### src/rtl/uart_rx_ctrl_if.sv
`default_nettype none
// +----------------------------------------------------------------------+
// | uart_rx_ctrl_if: Avalon-MM slave port bundle for uart_rx_ctrl         |
// | Rev 1.0                                                               |
// +----------------------------------------------------------------------+
interface uart_rx_ctrl_if;
  logic [1:0]  avs_address;
  logic        avs_read;
  logic        avs_write;
  logic [31:0] avs_writedata;
  logic [31:0] avs_readdata;

  modport master (
    output avs_address,
    output avs_read,
    output avs_write,
    output avs_writedata,
    input  avs_readdata
  );

  modport slave (
    input  avs_address,
    input  avs_read,
    input  avs_write,
    input  avs_writedata,
    output avs_readdata
  );
endinterface
`default_nettype wire

### src/rtl/uart_rx_ctrl.sv
`default_nettype none
// +----------------------------------------------------------------------+
// | uart_rx_ctrl: UART receive sequencer - oversample clock, frame       |
// | capture into a receive FIFO, sticky status and interrupt.  Rev 1.0   |
// +----------------------------------------------------------------------+
module uart_rx_ctrl #(
  parameter int FIFO_DEPTH = 16,
  parameter int DIV_W      = 16,
  parameter int DIV_RESET  = 27
) (
  input  logic          clk,
  input  logic          reset_n,
  uart_rx_ctrl_if.slave avs,
  output logic          irq,
  output logic          rx_sample_clk,
  input  logic [8:0]    rx_frame,
  input  logic          rx_load
);

  localparam int PTR_W = (FIFO_DEPTH > 1) ? $clog2(FIFO_DEPTH) : 1;
  localparam int CNT_W = PTR_W + 1;

  localparam logic [1:0] ADDR_DATA    = 2'd0;
  localparam logic [1:0] ADDR_STATUS  = 2'd1;
  localparam logic [1:0] ADDR_CONTROL = 2'd2;
  localparam logic [1:0] ADDR_DIVISOR = 2'd3;

  // registered state
  logic [2:0]       ctrl_q,    ctrl_d;
  logic [DIV_W-1:0] div_q,     div_d;
  logic [DIV_W-1:0] div_cnt_q, div_cnt_d;
  logic             sclk_q,    sclk_d;
  logic [1:0]       sync_q,    sync_d;
  logic             edge_q,    edge_d;
  logic             cap_q,     cap_d;
  logic [PTR_W-1:0] wr_ptr_q,  wr_ptr_d;
  logic [PTR_W-1:0] rd_ptr_q,  rd_ptr_d;
  logic [CNT_W-1:0] count_q,   count_d;
  logic             ovr_q,     ovr_d;
  logic             ferr_q,    ferr_d;
  logic [31:0]      rdata_q,   rdata_d;
  logic             irq_q,     irq_d;

  logic [8:0]       mem_q [FIFO_DEPTH];

  // decoded control
  logic             wr_data, wr_status, wr_control, wr_divisor, rd_data;
  logic             empty, full, flush, pop, cap_ok, push, drop;
  logic [DIV_W-1:0] div_eff;
  logic [7:0]       count_rd;
  logic             unused_wdata;

  assign wr_data      = avs.avs_write && (avs.avs_address == ADDR_DATA);
  assign wr_status    = avs.avs_write && (avs.avs_address == ADDR_STATUS);
  assign wr_control   = avs.avs_write && (avs.avs_address == ADDR_CONTROL);
  assign wr_divisor   = avs.avs_write && (avs.avs_address == ADDR_DIVISOR);
  assign rd_data      = avs.avs_read  && (avs.avs_address == ADDR_DATA);
  assign unused_wdata = ^{avs.avs_writedata, wr_data};

  assign empty    = (count_q == '0);
  assign full     = (count_q == CNT_W'(FIFO_DEPTH));
  assign flush    = wr_control && avs.avs_writedata[3];
  assign pop      = rd_data && !empty;
  // A capture landing in a flush cycle is thrown away with the old contents.
  assign cap_ok   = cap_q && ctrl_q[0] && !flush;
  assign push     = cap_ok && (!full || pop);
  assign drop     = cap_ok && full && !pop;
  assign div_eff  = (div_q == '0) ? DIV_W'(1) : div_q;
  assign count_rd = 8'(count_q);

  // Oversample clock divider
  always_comb begin
    div_d     = div_q;
    div_cnt_d = div_cnt_q;
    sclk_d    = sclk_q;
    if (wr_divisor) begin
      div_d     = avs.avs_writedata[DIV_W-1:0];
      div_cnt_d = '0;
      sclk_d    = 1'b0;
    end else if (div_cnt_q == div_eff - DIV_W'(1)) begin
      div_cnt_d = '0;
      sclk_d    = ~sclk_q;
    end else begin
      div_cnt_d = div_cnt_q + DIV_W'(1);
    end
  end

  // rx_load crosses from the sample-clock domain; cap is one clk wide
  always_comb begin
    sync_d = {sync_q[0], rx_load};
    edge_d = sync_q[1];
    cap_d  = sync_q[1] && !edge_q;
  end

  // FIFO pointers, count and control register
  always_comb begin
    wr_ptr_d = wr_ptr_q;
    rd_ptr_d = rd_ptr_q;
    count_d  = count_q;
    ctrl_d   = ctrl_q;
    if (wr_control) begin
      ctrl_d = avs.avs_writedata[2:0];
    end
    if (flush) begin
      wr_ptr_d = '0;
      rd_ptr_d = '0;
      count_d  = '0;
    end else begin
      if (push) begin
        wr_ptr_d = wr_ptr_q + PTR_W'(1);
      end
      if (pop) begin
        rd_ptr_d = rd_ptr_q + PTR_W'(1);
      end
      case ({push, pop})
        2'b10:   count_d = count_q + CNT_W'(1);
        2'b01:   count_d = count_q - CNT_W'(1);
        default: count_d = count_q;
      endcase
    end
  end

  // Sticky status: a new event in the same cycle as its W1C wins
  always_comb begin
    ovr_d  = ovr_q;
    ferr_d = ferr_q;
    if (wr_status && avs.avs_writedata[2]) begin
      ovr_d = 1'b0;
    end
    if (wr_status && avs.avs_writedata[3]) begin
      ferr_d = 1'b0;
    end
    if (drop) begin
      ovr_d = 1'b1;
    end
    if (cap_ok && rx_frame[8]) begin
      ferr_d = 1'b1;
    end
  end

  // Read data and interrupt
  always_comb begin
    rdata_d = rdata_q;
    if (avs.avs_read) begin
      case (avs.avs_address)
        ADDR_DATA:    rdata_d = empty ? 32'd0 : {22'd0, 1'b1, mem_q[rd_ptr_q]};
        ADDR_STATUS:  rdata_d = {16'd0, count_rd, 4'd0, ferr_q, ovr_q, full, empty};
        ADDR_CONTROL: rdata_d = {29'd0, ctrl_q};
        default:      rdata_d = 32'(div_q);
      endcase
    end
    irq_d = (ctrl_q[1] && !empty) || (ctrl_q[2] && (ovr_q || ferr_q));
  end

  always_ff @(posedge clk or negedge reset_n) begin
    if (!reset_n) begin
      ctrl_q    <= '0;
      div_q     <= DIV_W'(DIV_RESET);
      div_cnt_q <= '0;
      sclk_q    <= 1'b0;
      sync_q    <= '0;
      edge_q    <= 1'b0;
      cap_q     <= 1'b0;
      wr_ptr_q  <= '0;
      rd_ptr_q  <= '0;
      count_q   <= '0;
      ovr_q     <= 1'b0;
      ferr_q    <= 1'b0;
      rdata_q   <= '0;
      irq_q     <= 1'b0;
    end else begin
      ctrl_q    <= ctrl_d;
      div_q     <= div_d;
      div_cnt_q <= div_cnt_d;
      sclk_q    <= sclk_d;
      sync_q    <= sync_d;
      edge_q    <= edge_d;
      cap_q     <= cap_d;
      wr_ptr_q  <= wr_ptr_d;
      rd_ptr_q  <= rd_ptr_d;
      count_q   <= count_d;
      ovr_q     <= ovr_d;
      ferr_q    <= ferr_d;
      rdata_q   <= rdata_d;
      irq_q     <= irq_d;
    end
  end

  // Storage needs no reset; occupancy is tracked by the pointers.
  always_ff @(posedge clk) begin
    if (push) begin
      mem_q[wr_ptr_q] <= rx_frame;
    end
  end

  assign avs.avs_readdata = rdata_q;
  assign irq              = irq_q;
  assign rx_sample_clk    = sclk_q;

endmodule
`default_nettype wire

### src/flat_wrapper.sv
// flat-port wrapper written by rule: the top's interface ports become plain ports
module uart_rx_ctrl_flat 
#(
  parameter int FIFO_DEPTH = 16,
  parameter int DIV_W      = 16,
  parameter int DIV_RESET  = 27
)
  (clk, reset_n, irq, rx_sample_clk, rx_frame, rx_load, avs_avs_address, avs_avs_read, avs_avs_write, avs_avs_writedata, avs_avs_readdata);
  uart_rx_ctrl_if avs_i ();
  input  logic clk;
  input  logic reset_n;
  output logic irq;
  output logic rx_sample_clk;
  input  logic [8:0] rx_frame;
  input  logic rx_load;
  input wire logic [$bits(avs_i.avs_address)-1:0] avs_avs_address;
  input wire logic [$bits(avs_i.avs_read)-1:0] avs_avs_read;
  input wire logic [$bits(avs_i.avs_write)-1:0] avs_avs_write;
  input wire logic [$bits(avs_i.avs_writedata)-1:0] avs_avs_writedata;
  output wire logic [$bits(avs_i.avs_readdata)-1:0] avs_avs_readdata;
  assign avs_i.avs_address = avs_avs_address;
  assign avs_i.avs_read = avs_avs_read;
  assign avs_i.avs_write = avs_avs_write;
  assign avs_i.avs_writedata = avs_avs_writedata;
  assign avs_avs_readdata = avs_i.avs_readdata;
  uart_rx_ctrl #(.FIFO_DEPTH(FIFO_DEPTH), .DIV_W(DIV_W), .DIV_RESET(DIV_RESET)) u_core (.clk(clk), .reset_n(reset_n), .avs(avs_i), .irq(irq), .rx_sample_clk(rx_sample_clk), .rx_frame(rx_frame), .rx_load(rx_load));
endmodule
### config.mk
export PLATFORM = sky130hd
export DESIGN_NAME = uart_rx_ctrl_flat
export DESIGN_NICKNAME = d
export VERILOG_FILES = /design/src/rtl/uart_rx_ctrl_if.sv /design/src/rtl/uart_rx_ctrl.sv /design/src/flat_wrapper.sv
export SDC_FILE = /design/constraint.sdc
export NUM_CORES = 1
export LEC_CHECK = 0
export CORE_MARGIN = 2
export CORE_UTILIZATION = 25
export DETAILED_ROUTE_END_ITERATION = 6
export GPL_ROUTABILITY_DRIVEN = 1
export HOLD_SLACK_MARGIN = 0.08
export MAX_ROUTING_LAYER = met4
export PLACE_DENSITY = 0.53
export REMOVE_ABC_BUFFERS = 1
export SYNTH_ARGS = -nofsm -noshare
export SYNTH_HDL_FRONTEND = slang
export SYNTH_SLANG_ARGS = --single-unit
export TNS_END_PERCENT = 50
### constraint.sdc
create_clock -name clk -period 9.3 [get_ports clk]
set_input_delay 1.395 -clock clk [delete_from_list [all_inputs] [get_ports clk]]
set_output_delay 1.395 -clock clk [all_outputs]
set_load 0.005 [all_outputs]
# ---- After elaboration in Yosys (flattened, before gate mapping)
# Memory sizes are Yosys's and may differ from the RTL's.
# Index checks and enable logic that the tools add are counted.
dict set report word_totals {
  register_bits 88
  ram_bits 144
  output_inout_bits 34
  n_memories 1
}
dict set report op_classes {
  addsub 6
  n_eq_ne 7
  muxes 19
  bitwise_logic 1
  n_reduce_logical 34
}
# memory depth word_bits rd rd_ports_with_merged_regs write_ports line
set mem_list {}
lappend mem_list {u_core.mem_q 16 9 1 0 1 uart_rx_ctrl.sv:44} ;# logic [8:0] mem_q [FIFO_DEPTH];
# operator n
set ops {}
lappend ops {{$pmux W32 S3} 1}
lappend ops {{$mux W16} 3}
lappend ops {{$logic_and A1 B1 Y1} 17}
lappend ops {{$add A16 B1 Y16 const B} 1}
lappend ops {{$eq A16 B16 Y1} 1}
lappend ops {{$logic_not A16 Y1} 1}
lappend ops {{$mux W4} 4}
lappend ops {{$sub A16 B1 Y16 const B} 1}
lappend ops {{$mux W10} 1}
lappend ops {{$pmux W5 S2} 1}
lappend ops {{$reduce_bool A2 Y1} 5}
lappend ops {{$add A4 B1 Y4 const B} 2}
lappend ops {{$mux W1} 8}
lappend ops {{$eq A2 B2 Y1 const B} 3}
lappend ops {{$add A5 B1 Y5 const B} 1}
lappend ops {{$eq A5 B5 Y1 const B} 1}
lappend ops {{$logic_not A1 Y1} 5}
lappend ops {{$logic_not A5 Y1} 1}
lappend ops {{$mux W5} 1}
lappend ops {{$sub A5 B1 Y5 const B} 1}
lappend ops {{$eq A2 B1 Y1 const B} 2}
lappend ops {{$logic_or A1 B1 Y1} 3}
lappend ops {{$reduce_bool A3 Y1} 1}
lappend ops {{$logic_not A2 Y1} 1}
lappend ops {{$not A1 Y1} 1}

# ---- Longest topological paths before layout
dict set report logic_depth {
  word_depth 9
  ltp_mapped 13
  ltp_nobuf 12
}

# ---- Worst setup path before layout
# OpenSTA, ideal clock, no wires.
dict set report synth_path {
  kind {in2reg}
  from {input port avs_avs_read}
  to {register u_core.count_q[4]}
  arrival_ns 4.116
  required_time_ns 9.222
  setup_slack_ns 5.107
  stages 12
  cell_sequence {clkbuf_1 > nor2b_1 > o211ai_1 > a211oi_2 > inv_2 > ha_1 > fa_1 > a21o_1 > a21oi_1 > xor2_1 > or3_1 > a21oi_1}
}
dict set report synth_via {
  elab_chain_cells 7
  word_cells_on_any_way 9
  classes_between {2 x eq/ne; 2 x mux; 5 x reduce/logical}
}
# item line
set synth_lines {}
lappend synth_lines {{start, declared} flat_wrapper.sv:17} ;# input wire logic [$bits(avs_i.avs_read)-1:0] avs_avs_read;
lappend synth_lines {{$logic_and A1 B1 Y1 *} uart_rx_ctrl.sv:57} ;# assign rd_data = avs.avs_read && (avs.avs_address == ADDR_DATA);
lappend synth_lines {{$logic_and A1 B1 Y1 *} uart_rx_ctrl.sv:63} ;# assign pop = rd_data && !empty;
lappend synth_lines {{$logic_or A1 B1 Y1} uart_rx_ctrl.sv:66} ;# assign push = cap_ok && (!full || pop);
lappend synth_lines {{$logic_and A1 B1 Y1} uart_rx_ctrl.sv:66}
lappend synth_lines {{$eq A2 B1 Y1 or $eq A2 B2 Y1 (tied branches)} uart_rx_ctrl.sv:115} ;# case ({push, pop})
lappend synth_lines {{$pmux W5 S2} uart_rx_ctrl.sv:115}
lappend synth_lines {{$mux W5} uart_rx_ctrl.sv:104} ;# if (flush) begin
lappend synth_lines {{end signal, assigned} uart_rx_ctrl.sv:181} ;# count_q <= count_d;
lappend synth_lines {{end, declared} uart_rx_ctrl.sv:38} ;# logic [CNT_W-1:0] count_q, count_d;
# Mark *: on every way between the ends. The rest lies on a longest branch, timed or not.
# A chain may end at the register's enable or synchronous reset.

# ---- Final worst setup path
dict set report layout_path {
  from {input port avs_avs_address[0]}
  to {register u_core.count_q[4]}
}
dict set report layout_via {
  elab_chain_cells 9
  word_cells_on_any_way 15
  classes_between {3 x eq/ne; 2 x mux; 10 x reduce/logical}
}
# item line
set layout_lines {}
lappend layout_lines {{start, declared} flat_wrapper.sv:16} ;# input wire logic [$bits(avs_i.avs_address)-1:0] avs_avs_address;
lappend layout_lines {{$eq A2 B2 Y1} uart_rx_ctrl.sv:55} ;# assign wr_control = avs.avs_write && (avs.avs_address == ADDR_CONTROL);
lappend layout_lines {{$logic_and A1 B1 Y1} uart_rx_ctrl.sv:55}
lappend layout_lines {{$logic_and A1 B1 Y1} uart_rx_ctrl.sv:62} ;# assign flush = wr_control && avs.avs_writedata[3];
lappend layout_lines {{$logic_not A1 Y1} uart_rx_ctrl.sv:65} ;# assign cap_ok = cap_q && ctrl_q[0] && !flush;
lappend layout_lines {{$logic_and A1 B1 Y1} uart_rx_ctrl.sv:65}
lappend layout_lines {{$logic_and A1 B1 Y1} uart_rx_ctrl.sv:66}
lappend layout_lines {{$eq A2 B1 Y1 or $eq A2 B2 Y1 (tied branches)} uart_rx_ctrl.sv:115}
lappend layout_lines {{$pmux W5 S2} uart_rx_ctrl.sv:115}
lappend layout_lines {{$mux W5} uart_rx_ctrl.sv:104}
# Several ways; a longest one is shown, not always the timed one.

==> summary.md <==
| Metric | Value |
|---|---|
| CP Capture Type | flop |
| Placed cell area | 10700 µm² |
| Post-layout total power | 2.77 mW |
| Seq pwr share | 0.439 |
| Power per cell area | 241 nW/µm² |
| Tot GR Track Use | 0.113 |
| Final GP Congestion | 0.743 |
| Minimum clock period | 4.91 ns |
| Non-filler cells, final | around 1300 |
| Cell area after synthesis | 9680 µm² |
| CTS resizes | 0 |
| Status | completed |
| Hpwl dp | 14.2 mm |
| Core Footprint | about 38000 µm² |
| Vias in the first global route | 5764 |
| Min Hold Slack | ~0.35 ns |
| H-Tree Depth | 1 |
| Slew HR | 0.232 |
| # setup viols final | 0 |
| Utilization after layout | 0.298 |
| CTS Sinks | 216 |
| Drt first pass iters | 4 |
| Gate power share | 0.233 |
| CTS tree | built |
| Async SR Flop Fraction | 0.333 |
| Vias | around 5600 |
| Ratio of cells with drive above 1 in the final layout | 0.180 |
| Clk root buf | clkbuf_16 |
| # placed instances | 1210 |
| Vias per std cell | around 4.4 |
| VDD IR max | 0.113 mV |
| WL/cell | 17.4 µm |
| Critical Path Start Type | input pin |
| #FFs+latches synth | 216 |
| Antenna cells | 0 |
| Netlist cell types | between 50 and 60 |
| Area growth, synth to finish | 18.6% |
| Die area | 40300 µm² |
| Post-route ant nets | 0 |
| Setup TNS Final | 0 ns |
| Number of synthesized flops with an enable pin | 144 |
| Largest net degree at the start of global routing | between 70 and 80 |
| Top_reg_cell synth | edfxtp_1 |
| Post-CTS Repair Setup Buffers | 0 |
| Leak | 4.07 nW |
| # fillers | 3879 |
| Fin. Hold Viols | 0 |
| DRC | 0 |
| Hold depth | 0 |
| CP max FO | 15 |
| Synthesis Warnings | 0 |
| Max-cap violations | 0 |
| Slew @ Worst Pin | ~1.1 ns |
| Die Y | 201 µm |
| Clk slew on worst S/H paths | 0.06 ns |
| Nets | 777 |
| Iter 0 DRT Violations | 318 |
| Setup clock skew after layout | 0.0252 ns |
| Sw Ratio | 0.292 |
| Clock latency on the worst-skew pair | 0.54 ns |
| Seq/Total Area, Yosys | 0.633 |
| Total congestion overflow | 0 |
| Initial Util | 0.252 |
| CP required | around 9.8 ns |
| Max clock buf depth | 3 |
| CP Data Arrival Time | roughly 5.4 ns |
| P_int | 1.96 mW |
| Final instance area | 11500 µm² |
| Mean Syn Cell Area | between 10 and 15 µm² |
| R2R depth | 11 |
| RSZ-0062 raised after global routing | false |
| TritonCTS buffer count | 23 |
| Dpl ws | about 3.8 ns |
| Period utilization | 0.528 |
| I/O pins | 82 |
| Max frequency | a little over 200 MHz |
| Final worst slack | 4.39 ns |
| Cts hold-fix bufs | 0 |
| Post-Route WL | roughly 22 mm |
| Rows | 72 |
| I/O Buffers | 49 |
| Pins Over Slew Limit | 0 |
| Synth Instances | 665 |
| Switch Pwr | 0.810 mW |
| First-pass GRT wire length | 34.6 mm |
| Initial antenna violation count | 0 |
| Chip Width | 201 µm |
| Critical path class | in2reg |
| HP Class | reg2reg |
| Clock share of power | 0.327 |
==> state kept, by name, indices dropped and copies added (netlist names) <==
name	flops
u_core.mem_q	144
u_core.count_q	5
u_core.ovr_q	1
u_core.sync_q	2
u_core.rx_sample_clk	1
u_core.div_cnt_q	16
u_core.div_q	16
u_core.rd_ptr_q	4
u_core.avs.avs_readdata	16
u_core.ferr_q	1
u_core.edge_q	1
u_core.irq	1
u_core.cap_q	1
u_core.ctrl_q	3
u_core.wr_ptr_q	4
==> area by class of cell <==
cell class	count	area, µm²	area share
clock inverters	13	123	0.0107
repair buffers	63	593	0.0517
flip-flops and latches	216	6130	0.534
clock buffers	29	618	0.0538
inverters	22	82.6	0.00719
multi-input cells	391	3280	0.286
well taps	518	648	0.0565
==> cell families after synthesis <==
group	synth area share
fa+ha+maj	0.0163
other cells	0.000387
buf+inv	0.0362
simple gates	0.106
flops	0.633
xor+xnor	0.0353
compound gates	0.0526
mux	0.120
==> cell usage in the layout, fill, tap and decap left out, drive strengths merged, types with 15 or more instances in the layout <==
cell             n
nor2            36
clkbuf          29
conb            16
edfxtp         144
mux4            45
buf             15
clkdlybuf4s50   48
a21oi           21
nor3            25
xor2            19
inv             23
nand2           65
dfrtp           68
xnor2           20
==> worst max-delay path: stages <==
cell             delay (ns)
clkdlybuf4s50_1        0.69
nand3b_1               0.44
nor2_1                 0.84
a211oi_2               0.25
inv_2                  0.22
ha_1                   0.30
ha_1                   0.31
a21o_1                 0.19
a21oi_1                0.17
xor2_1                 0.09
or3_1                  0.31
a21oi_1                0.14
==> metal layers <==
metal,track usage,part of all wire
met1,0.155,0.48
met2,0.177,0.47
met3,0.0203,0.041
met4,0.0206,0.013
met5,-,0
==> power groups by stage <==
stage                     logic, mW  registers, mW  clock network [mW]
final                         0.647           1.22               0.907
after global routing          0.717           1.23               0.974
after CTS                     0.662           1.22               0.933
after detailed placement      0.660           1.23                   0
after global placement        0.654           1.24                   0
after floorplan               0.402           1.25                   0
==> worst paths after layout <==
kind / startpoint / end / slack [ns]
setup / recovery: avs_avs_address[0] / u_core.count_q[4] / 4.39
hold / removal: u_core.sync_q[0] / u_core.sync_q[1] / 0.35
setup reg to reg: u_core.count_q[1] / u_core.count_q[4] / 5.83
hold reg to reg: u_core.sync_q[0] / u_core.sync_q[1] / 0.35
max in group asynchronous: reset_n / u_core.rd_ptr_q[0] / 7.59
min in group asynchronous: reset_n / u_core.avs.avs_readdata[6] / 1.02
==> cell usage after synthesis (5+ instances only) <==
master,count,area (µm²)
and3_1,10,62.6
a22oi_1,6,45.0
o21ai_0,9,45.0
ha_1,11,138
nor3b_1,6,45.0
nand2_1,65,244
nor3_2,11,110
xor2_1,19,166
nand3_1,11,55.1
nor4_1,6,37.5
nand4_1,11,68.8
mux2i_1,7,70.1
buf_2,7,35.0
inv_1,21,78.8
o22ai_1,8,50.1
nor2_1,36,135
a21oi_1,21,105
buf_4,16,120
dfrtp_1,68,1700
nor3_1,14,70.1
clkbuf_1,23,86.3
mux4_2,45,1010
mux2_2,7,78.8
edfxtp_1,144,4320
xnor2_1,20,175
nor2b_1,5,31.3
Power figures use the tool's default switching activity.
